**src/rtl/fifo_uart_tx.sv**
```systemverilog
// Drains a show-ahead byte FIFO and serializes each byte as an async UART frame (8N1/8N2).
// Define FIFO_UART_TX_PARITY_EN to insert a parity bit and add the odd_parity port.
module fifo_uart_tx #(
    parameter int unsigned CLKS_PER_BIT = 16,
    parameter int unsigned STOP_BITS    = 1
) (
    input  logic       clk,
    input  logic       reset,
    input  logic       enable,
    input  logic       fifo_empty,
    input  logic [7:0] fifo_dout,
    output logic       fifo_rd,
    output logic       txd,
    output logic       busy,
    output logic       frame_done
`ifdef FIFO_UART_TX_PARITY_EN
    ,
    input  logic       odd_parity
`endif
);

    localparam int unsigned BAUD_W = $clog2(CLKS_PER_BIT);
    localparam logic [BAUD_W-1:0] BAUD_LAST = BAUD_W'(CLKS_PER_BIT - 1);
    localparam logic [BAUD_W-1:0] BAUD_PRE  = BAUD_W'(CLKS_PER_BIT - 2);
    localparam logic [2:0]        STOP_LAST = 3'(STOP_BITS - 1);

    typedef enum logic [2:0] {
        S_IDLE,
        S_START,
        S_DATA,
        S_PARITY,
        S_STOP
    } state_t;

    state_t            state_q, state_d;
    logic [BAUD_W-1:0] baud_q, baud_d;
    logic [2:0]        bit_idx_q, bit_idx_d;
    logic [7:0]        shift_q, shift_d;
    logic              txd_q, txd_d;
    logic              busy_q, busy_d;
    logic              fifo_rd_q, fifo_rd_d;
    logic              frame_done_q, frame_done_d;
    logic              bit_end;
`ifdef FIFO_UART_TX_PARITY_EN
    logic              parity_q, parity_d;
`endif

    always_comb begin
        state_d      = state_q;
        baud_d       = baud_q;
        bit_idx_d    = bit_idx_q;
        shift_d      = shift_q;
        txd_d        = txd_q;
        busy_d       = busy_q;
        fifo_rd_d    = 1'b0;
        frame_done_d = 1'b0;
`ifdef FIFO_UART_TX_PARITY_EN
        parity_d     = parity_q;
`endif
        bit_end = (baud_q == BAUD_LAST);

        if (state_q != S_IDLE) begin
            baud_d = bit_end ? '0 : baud_q + 1'b1;
        end

        case (state_q)
            S_IDLE: begin
                if (enable && !fifo_empty) begin
                    shift_d   = fifo_dout;
`ifdef FIFO_UART_TX_PARITY_EN
                    parity_d  = (^fifo_dout) ^ odd_parity;
`endif
                    state_d   = S_START;
                    txd_d     = 1'b0;
                    busy_d    = 1'b1;
                    fifo_rd_d = 1'b1;
                    baud_d    = '0;
                    bit_idx_d = '0;
                end
            end
            S_START: begin
                if (bit_end) begin
                    state_d = S_DATA;
                    txd_d   = shift_q[0];
                end
            end
            S_DATA: begin
                if (bit_end) begin
                    if (bit_idx_q == 3'd7) begin
                        bit_idx_d = '0;
`ifdef FIFO_UART_TX_PARITY_EN
                        state_d   = S_PARITY;
                        txd_d     = parity_q;
`else
                        state_d   = S_STOP;
                        txd_d     = 1'b1;
`endif
                    end else begin
                        // line always carries shift_q[0]; next bit is shift_q[1]
                        shift_d   = shift_q >> 1;
                        txd_d     = shift_q[1];
                        bit_idx_d = bit_idx_q + 3'd1;
                    end
                end
            end
`ifdef FIFO_UART_TX_PARITY_EN
            S_PARITY: begin
                if (bit_end) begin
                    state_d = S_STOP;
                    txd_d   = 1'b1;
                end
            end
`endif
            S_STOP: begin
                // registered, so raise one cycle early to land in the final stop cycle
                frame_done_d = (baud_q == BAUD_PRE) && (bit_idx_q == STOP_LAST);
                if (bit_end) begin
                    if (bit_idx_q == STOP_LAST) begin
                        state_d   = S_IDLE;
                        busy_d    = 1'b0;
                        bit_idx_d = '0;
                    end else begin
                        bit_idx_d = bit_idx_q + 3'd1;
                    end
                end
            end
            default: begin
                state_d = S_IDLE;
                txd_d   = 1'b1;
                busy_d  = 1'b0;
            end
        endcase
    end

    always_ff @(posedge clk) begin
        if (reset) begin
            state_q      <= S_IDLE;
            baud_q       <= '0;
            bit_idx_q    <= '0;
            shift_q      <= '0;
            txd_q        <= 1'b1;
            busy_q       <= 1'b0;
            fifo_rd_q    <= 1'b0;
            frame_done_q <= 1'b0;
`ifdef FIFO_UART_TX_PARITY_EN
            parity_q     <= 1'b0;
`endif
        end else begin
            state_q      <= state_d;
            baud_q       <= baud_d;
            bit_idx_q    <= bit_idx_d;
            shift_q      <= shift_d;
            txd_q        <= txd_d;
            busy_q       <= busy_d;
            fifo_rd_q    <= fifo_rd_d;
            frame_done_q <= frame_done_d;
`ifdef FIFO_UART_TX_PARITY_EN
            parity_q     <= parity_d;
`endif
        end
    end

    assign txd        = txd_q;
    assign busy       = busy_q;
    assign fifo_rd    = fifo_rd_q;
    assign frame_done = frame_done_q;

endmodule

```
**config.mk**
```make
export PLATFORM = sky130hd
export DESIGN_NAME = fifo_uart_tx
export DESIGN_NICKNAME = d
export VERILOG_FILES = /design/src/rtl/fifo_uart_tx.sv
export SDC_FILE = /design/constraint.sdc
export NUM_CORES = 1
export LEC_CHECK = 0
export BUFFER_PORTS_ARGS = -buffer_cell sky130_fd_sc_hd__buf_2
export CAP_MARGIN = 20
export CORE_UTILIZATION = 55
export CTS_BUF_LIST = sky130_fd_sc_hd__clkbuf_4 sky130_fd_sc_hd__clkbuf_8
export DETAILED_ROUTE_END_ITERATION = 12
export GPL_TIMING_DRIVEN = 1
export PLACE_DENSITY = 0.8
export SYNTH_ARGS = -nofsm -noshare
export SYNTH_HDL_FRONTEND = slang
export SYNTH_SLANG_ARGS = --single-unit
```
**constraint.sdc**
```tcl
create_clock -name clk -period 2.15 [get_ports clk]
set_input_delay 0.1075 -clock clk [delete_from_list [all_inputs] [get_ports clk]]
set_output_delay 0.1075 -clock clk [all_outputs]
set_load 0.02 [all_outputs]
```
==> flow_summary_export.csv <==
group,metric,value,unit
timing,finalCritPeriodShare,0.8861,
clocking,clk_pin_slew,0.12,ns
clocking,cts_buffers,3,
yosys,synthCells,134,
global_route,grt_overflow_total,0,
cells_and_area,antenna-diode-count,0,
yosys,syn_area_per_cell,8.973,sq um
power_and_ir_drop,leakage,0.4825,nW
setup_path,worstPathArrival,2.12,ns
clocking,ctsResizeCount,0,
clocking,holdBufCountCts,0,
route,vias_per_cell,6.099,
place,place_area,0.001264,sq mm
route,wl_per_cell,14.20,microns
route,antenna_left,0,
setup_path,cp-end-kind,"register",
clocking,ctsLongestPathBuffers,2,
route,vias,1049,
setup_path,cp_num_buf_inv,0,
route,drtIter0Drc,38,
yosys,yosysUniqueCellTypes,41,
yosys,async_flop_share,0,
cells_and_area,final-seq-area,440.4,sq um
floorplanning,dieArea,0.002377,sq mm
clocking,clock_tree.root_cell,"clkbuf_4",
yosys,dominantRegCellSynth,"dfxtp_1",
setup_path,worstReg2RegEnd,"shift_q[4]$_SDFFE_PP0P_",
global_route,grt_max_degree,21,
timing,layout_min_cycle_time,1.905,ns
setup_path,worstPathRequired,2.37,ns
place,place_hpwl,1724,microns
power_and_ir_drop,power_density,1096,mW/mm^2
yosys,synth-compound-area-share,0.2456,
timing,fin_tns_setup,0,ns
yosys,muxShareOfSynthArea,0.08325,
global_route,grtUsageTotal,0.2259,
setup_path,r2r-start,"baud_q[0]$_SDFF_PP0_",
setup_path,crit_path_start,"baud_q[0]$_SDFF_PP0_",
setup_path,reg2reg_depth,5,
yosys,synth_edf_count,0,
setup_path,criticalPathCategory,"reg2reg",
timing,finalSetupViolations,0,
setup_path,crit_cells,5,
setup_path,path_cells,"ha_1 > nand3_1 > o21ai_2 > a21oi_1 > a311oi_1",
run,cap_violations,0,
timing,max_freq,524.9,MHz
cells_and_area,multi_input_area,695.7,sq um
yosys,ys_seq_area_frac,0.3663,
setup_path,rrSetupSlack,0.24,ns
global_route,grt_pass1_vias,923,
global_route,antenna_found_initial,0,
route,wl,2443,microns
timing,slew_headroom,0.6290,
setup_path,cp_max_fo,15,
setup_path,endpoint,"shift_q[4]$_SDFFE_PP0P_",
setup_path,critPathSlowestCell,"o21ai_2",
clocking,clock_latency,0.32,ns
timing,finalMaxSlewViolations,0,
place,port_buffers,15,
timing,skew,0.004582,ns
cells_and_area,drive_above_1_share,0.1793,
cells_and_area,nFillCells,172,
hold_path,hold_path.class,"in2reg",
yosys,ys_warn_count,0,
timing,worst_hold_slack,0.05683,ns
yosys,syn-num-nets,151,
floorplanning,start_util,0.6006,
timing,hold_violations,0,
yosys,synth_seq_cells,22,
yosys,synth_top_family_by_area,"compound AO/OA/AOI/OAI gates",
floorplanning,row_count,16,
yosys,synth-xor-area-share,0.007284,
setup_path,critPathTopFamily,"compound AO/OA/AOI/OAI gates",
yosys,synth-simple-area-share,0.1904,
setup_path,cp_slowest_stage_delay,0.52,ns
yosys,synthesis.area,0.001202,sq mm
floorplanning,io_pins,16,
clocking,cts_tree,"yes",
setup_path,critPathLaunchType,"register",
cells_and_area,syn2layout_area_growth,8.117,%
floorplanning,core,0.002002,sq mm
floorplanning,die_width,48.76,microns
global_route,grt_pass1_wl,4112,microns
power_and_ir_drop,irDropWorstVdd,631.2,uV
clocking,cts.sinks,22,
clocking,h-tree-depth,1,
cells_and_area,final_cell_mix,"22 x dfxtp_1, 17 x a21oi_1, 15 x buf_2, 10 x mux2i_1",
clocking,post-cts-setup-buffers,0,
place,place.gp.congestion,0.7543,
cells_and_area,fin_nets,163,
floorplanning,die-height,48.76,microns
cells_and_area,design_area,0.001300,sq mm
yosys,synth_adder_area_share,0.05203,
cells_and_area,final_common_cell,"dfxtp_1",
route,drc_errors,0,
timing,worst_pin_slew,0.5564,ns
run_status,outcome,"finished clean",
timing,rsz0062_at_grt,"no",
route,first_pass_iters,4,
area by class of cell:
| cell class | instances | share of cell area |
|---|---|---|
| multi-input combinational | 99 | 0.5351 |
| tap | 27 | 0.02599 |
| timing repair buffer | 15 | 0.05775 |
| clock buffer | 4 | 0.02791 |
| sequential | 22 | 0.3388 |
| inverter | 5 | 0.01444 |
sequential cells by signal, indices dropped and copies added, names as in the netlist:
signal / count
shift_q: 8
baud_q: 4
bit_idx_q: 3
state_q: 3
busy: 1
fifo_rd: 1
frame_done: 1
txd: 1
through the flow:
| stage | power [mW] | std cells | utilization | worst slack [ns] |
|---|---|---|---|---|
| detailed placement | 1.191 | 168 | 0.6313 | 0.2780 |
| global route | 1.518 | 172 | 0.6494 | 0.04671 |
| global placement | 1.162 | 168 | 0.6313 | 0.4081 |
| CTS | 1.422 | 172 | 0.6494 | 0.2479 |
| floorplan | 1.087 | 134 | - | 0.5879 |
| finish | 1.425 | 172 | 0.6494 | 0.2449 |
worst min path at each step:
stage	startpoint	to	slack (ns)	cells past startpoint
2_1_floorplan	fifo_dout[7]	shift_q[7]$_SDFFE_PP0P_	0.28	2
4_1_cts	fifo_dout[7]	shift_q[7]$_SDFFE_PP0P_	0.06	3
3_3_place_gp	fifo_dout[7]	shift_q[7]$_SDFFE_PP0P_	0.40	3
3_5_place_dp	fifo_dout[7]	shift_q[7]$_SDFFE_PP0P_	0.41	3
6_report	fifo_dout[7]	shift_q[7]$_SDFFE_PP0P_	0.06	3
5_1_grt	fifo_dout[7]	shift_q[7]$_SDFFE_PP0P_	0.08	3
kinds of logic after synthesis:
family / after synthesis
compound gates: 44
simple gates: 39
flops: 22
buf+inv: 13
mux: 10
fa+ha+maj: 5
xor+xnor: 1
worst min-delay path: cells and delay by family:
family / cells / cell delay [ns]
simple gates: 1 / 0.07
buf+inv: 1 / 0.09
compound gates: 1 / 0.06
report_power, final:
part,switching [mW],internal (mW),leakage [nW],total [mW]
Combinational,0.332,0.254,0.282,0.586
Clock,0.129,0.104,0.0210,0.233
Sequential,0.103,0.503,0.180,0.606
synthesized netlist by cell type (2+ instances only):
library cell | instances | area share
dfxtp_1 | 22 | 0.37
ha_1 | 5 | 0.052
or3_1 | 2 | 0.010
buf_2 | 2 | 0.0083
o21ai_0 | 9 | 0.037
nand2b_1 | 2 | 0.010
and3_1 | 2 | 0.010
a21oi_1 | 17 | 0.071
nor2_1 | 9 | 0.028
buf_4 | 2 | 0.012
clkbuf_1 | 3 | 0.0094
nand3_1 | 4 | 0.017
nand4bb_1 | 2 | 0.019
mux2i_1 | 10 | 0.083
inv_1 | 5 | 0.016
nor3_1 | 4 | 0.017
nand2_1 | 4 | 0.012
a311oi_1 | 7 | 0.051
metal layers:
layer / global-route usage / share of wire / vias to the layer above
met5: 0 / 0 / -
met3: 0.04403 / 0.046 / 7
met1: 0.2770 / 0.45 / 492
met4: 0.09804 / 0.019 / 0
met2: 0.3819 / 0.49 / 26
li1: - / - / 524
(Power assumes the default switching activity.)
